## src/rtl/spi_pixel_rx.sv

```systemverilog
// spi_pixel_rx: oversampled SPI mode-0 slave that deserialises MSB-first words
// onto a valid/ready stream, with clear-to-send, frame markers and overrun flag.
module spi_pixel_rx #(
    parameter int SYNC_STAGES = 2,
    parameter int DATA_W      = 8
) (
    input  logic              i_clk,
    input  logic              i_reset_n,
    input  logic              i_spi_clk,
    input  logic              i_spi_mosi,
    input  logic              i_spi_cs_n,
    output logic              o_spi_cts,
    output logic [DATA_W-1:0] o_data,
    output logic              o_valid,
    input  logic              i_ready,
    output logic              o_sof,
    output logic              o_eof,
    input  logic              i_fifo_almost_full,
    output logic              o_overrun,
    input  logic              i_clear_err
);
    localparam int CW = $clog2(DATA_W);

    typedef enum logic {IDLE, SHIFT} state_t;

    state_t                 state, state_nx;
    logic [SYNC_STAGES-1:0] sclk_sync, mosi_sync, cs_sync;
    logic                   sclk_d, cs_d;
    logic [CW-1:0]          bit_cnt;
    logic [DATA_W-2:0]      shreg;
    logic                   first_flag;
    logic                   sclk_s, mosi_s, cs_s;
    logic                   sclk_rise, cs_fall, cs_rise;
    logic                   shift_en, word_done, out_free;

    assign sclk_s    = sclk_sync[SYNC_STAGES-1];
    assign mosi_s    = mosi_sync[SYNC_STAGES-1];
    assign cs_s      = cs_sync[SYNC_STAGES-1];
    assign sclk_rise = sclk_s && !sclk_d;
    assign cs_fall   = !cs_s && cs_d;
    assign cs_rise   = cs_s && !cs_d;
    // a chip-select rise in the same cycle as an sclk rise discards that bit
    assign shift_en  = (state == SHIFT) && sclk_rise && !cs_rise;
    assign word_done = shift_en && (bit_cnt == CW'(DATA_W - 1));
    assign out_free  = !o_valid || i_ready;

    always_comb begin
        state_nx = (state == IDLE && cs_fall) ? SHIFT :
                   (state == SHIFT && cs_rise) ? IDLE : state;
    end

    always_ff @(posedge i_clk or negedge i_reset_n) begin
        if (!i_reset_n) begin
            sclk_sync <= '0;
            mosi_sync <= '0;
            cs_sync   <= '1;
            sclk_d    <= 1'b0;
            cs_d      <= 1'b1;
        end else begin
            sclk_sync <= {sclk_sync[SYNC_STAGES-2:0], i_spi_clk};
            mosi_sync <= {mosi_sync[SYNC_STAGES-2:0], i_spi_mosi};
            cs_sync   <= {cs_sync[SYNC_STAGES-2:0], i_spi_cs_n};
            sclk_d    <= sclk_s;
            cs_d      <= cs_s;
        end
    end

    always_ff @(posedge i_clk or negedge i_reset_n) begin
        if (!i_reset_n) begin
            state      <= IDLE;
            bit_cnt    <= '0;
            shreg      <= '0;
            first_flag <= 1'b0;
            o_data     <= '0;
            o_valid    <= 1'b0;
            o_sof      <= 1'b0;
            o_eof      <= 1'b0;
            o_overrun  <= 1'b0;
            o_spi_cts  <= 1'b0;
        end else begin
            state     <= state_nx;
            o_eof     <= (state == SHIFT) && cs_rise;
            o_spi_cts <= !i_fifo_almost_full && !(o_valid && !i_ready);
            if (state == IDLE && cs_fall) begin
                bit_cnt    <= '0;
                first_flag <= 1'b1;
            end else if (state == SHIFT && cs_rise) begin
                bit_cnt <= '0;
            end else if (shift_en) begin
                shreg   <= {shreg[DATA_W-3:0], mosi_s};
                bit_cnt <= word_done ? '0 : bit_cnt + 1'b1;
                if (word_done) first_flag <= 1'b0;
            end
            if (word_done && out_free) begin
                o_data  <= {shreg, mosi_s};
                o_valid <= 1'b1;
                o_sof   <= first_flag;
            end else if (o_valid && i_ready) begin
                o_valid <= 1'b0;
            end
            if (word_done && !out_free) o_overrun <= 1'b1;
            else if (i_clear_err) o_overrun <= 1'b0;
        end
    end
endmodule
```

## config.mk

```make
export PLATFORM = sky130hd
export DESIGN_NAME = spi_pixel_rx
export DESIGN_NICKNAME = d
export VERILOG_FILES = /design/src/rtl/spi_pixel_rx.sv
export SDC_FILE = /design/constraint.sdc
export NUM_CORES = 1
export LEC_CHECK = 0
export CAP_MARGIN = 20
export CORE_UTILIZATION = 45
export CTS_BUF_LIST = sky130_fd_sc_hd__clkbuf_2
export CTS_CLUSTER_SIZE = 25
export DETAILED_ROUTE_END_ITERATION = 8
export PLACE_DENSITY = 0.79
export SYNTH_ARGS = -nofsm -noshare
export SYNTH_HDL_FRONTEND = slang
export SYNTH_SLANG_ARGS = --single-unit
```

## constraint.sdc

```tcl
create_clock -name i_clk -period 3 [get_ports i_clk]
set_input_delay 0.45 -clock i_clk [delete_from_list [all_inputs] [get_ports i_clk]]
set_output_delay 0.45 -clock i_clk [all_outputs]
set_load 0.005 [all_outputs]
```

# Yosys cells after proc, flatten, opt, wreduce, memory -nomap -nowiden
# Index checks and enable logic that the tools add are counted.
op_classes:
  n_shift: 0
  mux: 14
  magnitude_cmp: 0
  bitwise: 3
  add_sub_neg: 1
  mul: 0
  n_reduce_logical: 31
  n_eq_ne: 2
  n_div: 0
op_table:
  columns: ["op", "n"]
  rows:
  - ["$logic_and A1 B1 Y1", 13]
  - ["$mux W3", 4]
  - ["$mux W1", 10]
  - ["$reduce_bool A2 Y1", 5]
  - ["$logic_not A1 Y1", 9]
  - ["$reduce_and A3 Y1", 2]
  - ["$add A3 B1 Y3 const B", 1]
  - ["$eq A3 B3 Y1 const B", 1]
  - ["$not A1 Y1", 3]
  - ["$reduce_bool A3 Y1", 1]
  - ["$ne A2 B2 Y1 const B", 1]
  - ["$logic_or A1 B1 Y1", 1]
totals:
  latch_bits: 0
  ff_bits: 33
  romBits: 0
  mem_bits_rw: 0
  n_memories: 0

# Logic depth before layout (Yosys ltp)
# Gate-level depths: netlist (run 1).
logic_depth:
  word_depth: 9
  mapped_depth: 5
  ltp_nobuf: 5

# Worst setup path before layout (run 1)
# Ideal clock, no wire load.
synth_timing:
  path_type: "flip-flop to flip-flop"
  startpoint: "register cs_d"
  endpoint: "register o_data[0]"
  required_time_ps: 2875
  t_arrival_ps: 1377
  path_stages_with_launch: 5
  synth_period_minus_slack_ps: 1501
  n_path_buf: 0
  path_slack_ps: 1499
  cell_sequence: "dfstp_2 > nand2b_1 > nand4_4 > nor2_8 > mux2_2"
synth_between:
  elab_chain_cells: 6
synth_lines:
  columns: ["item", "line", "text"]
  rows:
  - ["from (decl)", "28", "logic sclk_d, cs_d;"]
  - ["from (signal assigned)", "64", "cs_d <= cs_s;"]
  - ["$logic_not A1 Y1", "41", "assign cs_rise = cs_s && !cs_d;"]
  - ["$logic_and A1 B1 Y1", "41", null]
  - ["$logic_not A1 Y1", "43", "assign shift_en = (state == SHIFT) && sclk_rise && !cs_rise;"]
  - ["$logic_and A1 B1 Y1", "43", null]
  - ["$logic_and A1 B1 Y1", "44", "assign word_done = shift_en && (bit_cnt == CW'(DATA_W - 1));"]
  - ["$logic_and A1 B1 Y1", "94", "if (word_done && out_free) begin"]
  - ["to (signal assigned)", "95", "o_data <= {shreg, mosi_s};"]
  - ["to (decl)", "13", "output logic [DATA_W-1:0] o_data,"]
# Every way passes these cells.
# A chain may end at the register's enable or synchronous reset.

# Worst setup path in the final report (run 1)
layout_timing:
  startpoint: "register o_valid"
  endpoint: "output o_valid"
layout_lines:
  columns: ["item", "line", "text"]
  rows:
  - ["from (decl)", "14", "output logic o_valid,"]
  - ["from (signal assigned)", "75", "o_valid <= 1'b0;"]
  - ["from (signal assigned)", "96", "o_valid <= 1'b1;"]
  - ["from (signal assigned)", "99", "o_valid <= 1'b0;"]
# No word-level cell between the ends.

==> flow_metrics.tcl, run 1 <==
set metrics [dict create \
    synth_simple_gate_area_share_pct 11.1 \
    crit_arrival_ps 1260 \
    synth.mux.area_fraction_pct 15.6 \
    synth_area_leaders "dfrtp_1 61%, mux2_2 15%, dfstp_2 6.5%" \
    synth_xor_area_share_pct 0 \
    power_per_cell_area_nw_per_um2 535 \
    cts.sinks 33 \
    grt.total_usage_pct 17.2 \
    outcome "completed" \
    skew_ps 7.71 \
    grt_overflow 0 \
    synth.avg_cell_area_um2 15.5 \
    core_um2 2520 \
    die_h_um 54.1 \
    holdWs_ps 368 \
    io_pins 21 \
    ant_nets 0 \
    total_power_w 0.000801 \
    vias 694 \
    synthDistinctLibCells 21 \
    hpwl_um 1350 \
    ys_ff_latch 33 \
    min_period_over_period_pct 57.1 \
    busiest_layer "met2" \
    cap_violations 0 \
    drc_errors 0 \
    num_rows 18 \
    finalHoldViolations 0 \
    yosysWarnings 0 \
    multi_input_area_um2 379 \
    start_util_pct 48.4 \
    period_needed_ps 1710 \
    gp_congestion 0.671 \
    synth_nets 89 \
    cts_tree "done" \
    antenna_found_initial 0 \
    setup-tns-final_ps 0 \
    syn2layout_area_growth_pct 22.7 \
    wl_um 1810 \
    setup_viol 0 \
    worstPathRequired_ps 2550 \
    num_antenna_cells 0 \
    grt_pass1_vias 741 \
    hp-class "register to register" \
    synth_top_family_by_area "multiplexers" \
    slew_headroom_pct 72.9 \
    grt_max_degree 34 \
    yosysTopAreaCell "dfrtp_1" \
    seq_area_um2 830 \
    routedWlPerCell_um 13.2 \
    worst_pin_slew_ps 405 \
    slowest_delay_ps 520 \
    synth-compound-area-share_pct 2.36 \
    fillers 208 \
    grt_pass1_wl_um 3150 \
    start_kind "register" \
    crit_family "buffers and inverters" \
    h-tree-depth 2 \
    ctsHoldBuffers 0 \
    cpMaxStageDelayCell "clkdlybuf4s50_1" \
    p_leak_nw 0.705 \
    synth.top_cell.area_share_pct 61.5 \
    ys_seq_area_share_pct 67.9 \
    dieArea_um2 2930 \
    cts.clk_slew.worst_paths_ps 150 \
    die_width_um 54.1 \
    drive_gt1_share_pct 28.0 \
    postCtsSetupRepairBufs 0 \
    slew_viol_final 0 \
    cp-end-kind "output pin" \
    ir_drop_mv 0.314 \
    synthAdderAreaFrac_pct 2.05 \
    crit_cells 1 \
    cts_resized 0 \
    root_buffer "clkbuf_2" \
    detail_route.vias_per_cell 5.07 \
    synthCells 79 \
    postPlaceCellArea_um2 1460 \
    rsz0062_at_grt "false" \
    nNetsFinal 116 \
    cts_buffers 5 \
    path_class "register to output pin" \
    whs_path_depth 0 \
    ff2ff_path_depth 4 \
    io_buffer_count 20 \
    drtIter0Drc 1 \
    clock.fmax_mhz 583 \
    use_met1_pct 16.8 \
    clk_path_buf_depth 2 \
    gr-usage-met3_pct 9.32 \
    syn_area_um2 1220 \
    worstPathCellList "clkdlybuf4s50_1" \
    met2_usage_pct 28.4 \
    cp_max_fo 3 \
    drt_first_pass_iters 2 \
    clock_latency_ps 350 \
    stdcell_area_um2 1500 \
    reg2reg_slack_ps 1290 \
    critical_path_buf_inv_count 1 \
]
-- power breakdown --
| group | internal [W] | leakage, nW | switching [W] |
|---|---|---|---|
| logic | 0.0000522 | 0.259 | 0.0000311 |
| clock network | 0.0000509 | 0.0278 | 0.000134 |
| registers | 0.000500 | 0.418 | 0.0000337 |
-- state kept, by name (all words and copies together) (netlist names) --
signal / cells
first_flag: 1
sclk_d: 1
o_valid: 1
o_sof: 1
o_spi_cts: 1
mosi_sync: 2
sclk_sync: 2
o_data: 8
cs_sync: 2
bit_cnt: 3
state: 1
o_eof: 1
o_overrun: 1
cs_d: 1
shreg: 7
-- routing by layer --
| metal | share of wire, % | vias up |
|---|---|---|
| met2 | 54 | 13 |
| li1 | - | 326 |
| met4 | 2.0 | 0 |
| met5 | 0 | - |
| met3 | 5.6 | 5 |
| met1 | 38 | 350 |
-- logic make-up after synthesis --
family                     Yosys count
muxes                               17
and+or+nand+nor                     19
AOI/OAI and AO/OA                    5
buffers and inverters                3
adders and majority gates            2
DFF                                 33
-- worst paths after layout --
path,end,startpoint
worst max-delay path,o_valid,o_valid$_DFFE_PN0P_
worst max register to register,bit_cnt[2]$_DFFE_PN0P_,cs_d$_DFF_PN1_
min in group asynchronous,o_eof$_DFF_PN0_,i_reset_n
worst min-delay path,mosi_sync[1]$_DFF_PN0_,mosi_sync[0]$_DFF_PN0_
worst min register to register,mosi_sync[1]$_DFF_PN0_,mosi_sync[0]$_DFF_PN0_
max in group asynchronous,cs_sync[0]$_DFF_PN1_,i_reset_n
-- synthesized netlist by cell type --
library cell	n
nand3_2	1
nor2b_1	1
nand2_1	6
mux2i_1	1
ha_1	2
inv_1	2
nand4_4	1
o22ai_1	1
or3_1	1
nor2_1	3
a21oi_1	2
dfstp_2	3
buf_2	1
or3b_1	1
mux2_2	16
o21bai_1	1
nand2b_1	3
o21ai_0	1
nor2_8	1
and2b_4	1
dfrtp_1	30
-- through the flow --
step           setup slack, ps  std cells  utilization (%)
2_1_floorplan             1500         79                -
3_3_place_gp              1270        129             57.9
3_5_place_dp              1230        129             57.9
4_1_cts                   1240        137             59.4
5_1_grt                   1140        137             59.4
6_report                  1290        137             59.4
-- area by class of cell --
| class | count | area share [%] |
|---|---|---|
| sequential | 33 | 55.3 |
| multi-input combinational | 43 | 25.3 |
| timing repair buffer | 21 | 13.9 |
| tap | 30 | 2.50 |
| clock buffer | 5 | 1.67 |
| clock inverter | 3 | 0.835 |
| inverter | 2 | 0.501 |
-- cells in the final DEF, fill, tap and decap left out --
master and instances:
dfrtp_1 30, clkdlybuf4s50_1 20, mux2_2 16, nand2_1 6, clkbuf_2 5, nand2b_1 3, nor2_1 3, dfstp_2 3
inv_1 2, a21oi_1 2, ha_1 2, clkinv_1 2, nor2b_1 1, and2b_4 1, nand3_2 1, or3b_1 1
o21bai_1 1, nand4_4 1, o21ai_0 1, nor2_8 1, mux2i_1 1, or3_1 1, o22ai_1 1, clkinv_2 1
buf_4 1
No activity file was read; power rests on OpenSTA's default activity.
==> run 2: changes to the inputs <==
Clock period 3 ns to 1.6 ns, I/O delays scaled along.
==> run 2 against run 1 <==
Combinational power rose by 100%. Largest cell class unchanged. Power rose by 95%. Non-clock buffer count rose by 5. Design area rose by 5.5%. Setup slack got worse by 1300 ps.
==> flow_metrics.tcl, run 2 (synthesized netlist as in run 1, its figures left out) <==
set metrics [dict create \
    post-place-ws_ps 11.3 \
    cp-end-kind "register" \
    p_leak_nw 0.773 \
    start_util_pct 48.4 \
    worst_pin_slew_ps 398 \
    final_util_pct 62.7 \
    outcome "completed" \
    ant_nets 0 \
    detail_route.vias_per_cell 4.94 \
    largest_reg_flops 8 \
    core_um2 2520 \
    nNetsFinal 122 \
    start_kind "register" \
    layout_common_cells "30 x dfrtp_1, 18 x clkdlybuf4s50_1, 15 x mux2_2" \
    critical_path_buf_inv_count 0 \
    crit_family "flip-flops" \
    top_register "o_data" \
    clock_latency_ps 370 \
    h-tree-depth 2 \
    setup-tns-final_ps 0 \
    worstPathCellList "ha_2, ha_4, nand4_4, nor2_4, mux2_2" \
    skew_ps 18.1 \
    gp_congestion 0.669 \
    slowest_delay_ps 400 \
    grt.total_usage_pct 16.8 \
    period_needed_ps 1580 \
    root_buffer "clkbuf_2" \
    wl_um 2120 \
    finalHoldViolations 0 \
    grt_pass1_vias 711 \
    grt_pass1_wl_um 3230 \
    holdWs_ps 242 \
    die_width_um 54.1 \
    die_h_um 54.1 \
    crit_arrival_ps 1860 \
    clk_path_buf_depth 2 \
    ir_drop_mv 0.623 \
    io_buffer_count 20 \
    power_per_cell_area_nw_per_um2 989 \
    setup_viol 0 \
    cts.sinks 33 \
    grt_overflow 0 \
    setup_ws_ps 22.4 \
    drtIter0Drc 6 \
    drive_gt1_share_pct 36.3 \
    clock.fmax_mhz 634 \
    min_period_over_period_pct 98.6 \
    slew_viol_final 0 \
    cpMaxStageDelayCell "dfrtp_1" \
    final_common_cell "dfrtp_1" \
    syn2layout_area_growth_pct 29.5 \
    path_class "register to register" \
    drt_first_pass_iters 4 \
    num_rows 18 \
    dieArea_um2 2930 \
    cts_tree "done" \
    grt_max_degree 34 \
    hpwl_um 1310 \
    num_antenna_cells 0 \
    reg.largest.list "o_data x8, shreg x7, bit_cnt x3" \
    io_pins 21 \
    fillers 197 \
    cts.clk_slew.worst_paths_ps 170 \
    cts_buffers 5 \
    slew_headroom_pct 73.5 \
    hp-class "input pin to async pin" \
    vias 706 \
    cap_violations 0 \
    drc_errors 0 \
    antenna_found_initial 0 \
    worstPathRequired_ps 1880 \
    cp_max_fo 4 \
    total_power_w 0.00156 \
    routedWlPerCell_um 14.8 \
]
==> run 2: cell types whose count changed in the layout (fill, tap and decap cells not counted), sizes merged <==
cell and change:
clkdlybuf4s50 -2, dlymetal6s2s +2, nor2 +1, clkinv -1
clkbuf +1, buf +5
==> run 2: area by class of cell <==
type                            count  area (um2)  share of cell area [%]
Clock buffer                        6        30.0                    1.90
Tap cell                           30        37.5                    2.37
Inverter                            2        7.51                   0.475
Multi-Input combinational cell     44         417                    26.3
Sequential cell                    33         830                    52.5
Clock inverter                      2        10.0                   0.633
Timing Repair Buffer               26         250                    15.8
==> run 2: where the power goes <==
part	total (W)	internal, W	switching (W)
Clock	0.000384	0.000110	0.000275
Combinational	0.000170	0.000106	0.0000646
Sequential	0.00101	0.000937	0.0000731
==> run 2: path summary, 6_finish.rpt <==
kind                                              from                    end  slack, ps  depth (start not counted)
worst max-delay path            bit_cnt[0]$_DFFE_PN0P_  o_data[1]$_DFFE_PN0P_         20                          5
worst min-delay path                         i_reset_n  o_data[0]$_DFFE_PN0P_        240                          2
worst max register to register  bit_cnt[0]$_DFFE_PN0P_  o_data[1]$_DFFE_PN0P_         20                          5
worst min register to register    cs_sync[0]$_DFF_PN1_   cs_sync[1]$_DFF_PN1_        370                          0
max in group asynchronous                    i_reset_n   cs_sync[0]$_DFF_PN1_       1030                          2
min in group i_clk                          i_spi_cs_n   cs_sync[0]$_DFF_PN1_        260                          1
==> run 2: worst reg2reg max path, cell delays in order, from the launching register on <==
cell and delay [ps]:
dfrtp_1 400, ha_2 210, ha_4 150, nand4_4 180
nor2_4 220, mux2_2 350
==> run 2: what timing repair did <==
action                     4_1_cts  5_1_grt
setup endpoints to repair        1       11
hold buffers                     0        0
resized for setup                1        7
buffers inserted                 0        2
pin swaps                        0        2
cloned                           0        1
==> run 2: stage by stage <==
step	area (um2)	instances
after floorplan	1220	79
after global placement	1480	132
after detailed placement	1480	132
after CTS	1530	140
after global routing	1580	143
final	1580	143
==> run 2: layer usage <==
| layer | global-route usage, % | vias to the layer above | routed length, um |
|---|---|---|---|
| li1 | - | 339 | - |
| met1 | 19.6 | 347 | 840 |
| met2 | 25.5 | 14 | 1150 |
| met3 | 7.91 | 6 | 84 |
| met4 | 8.97 | 0 | 45 |
| met5 | 0 | - | 0 |
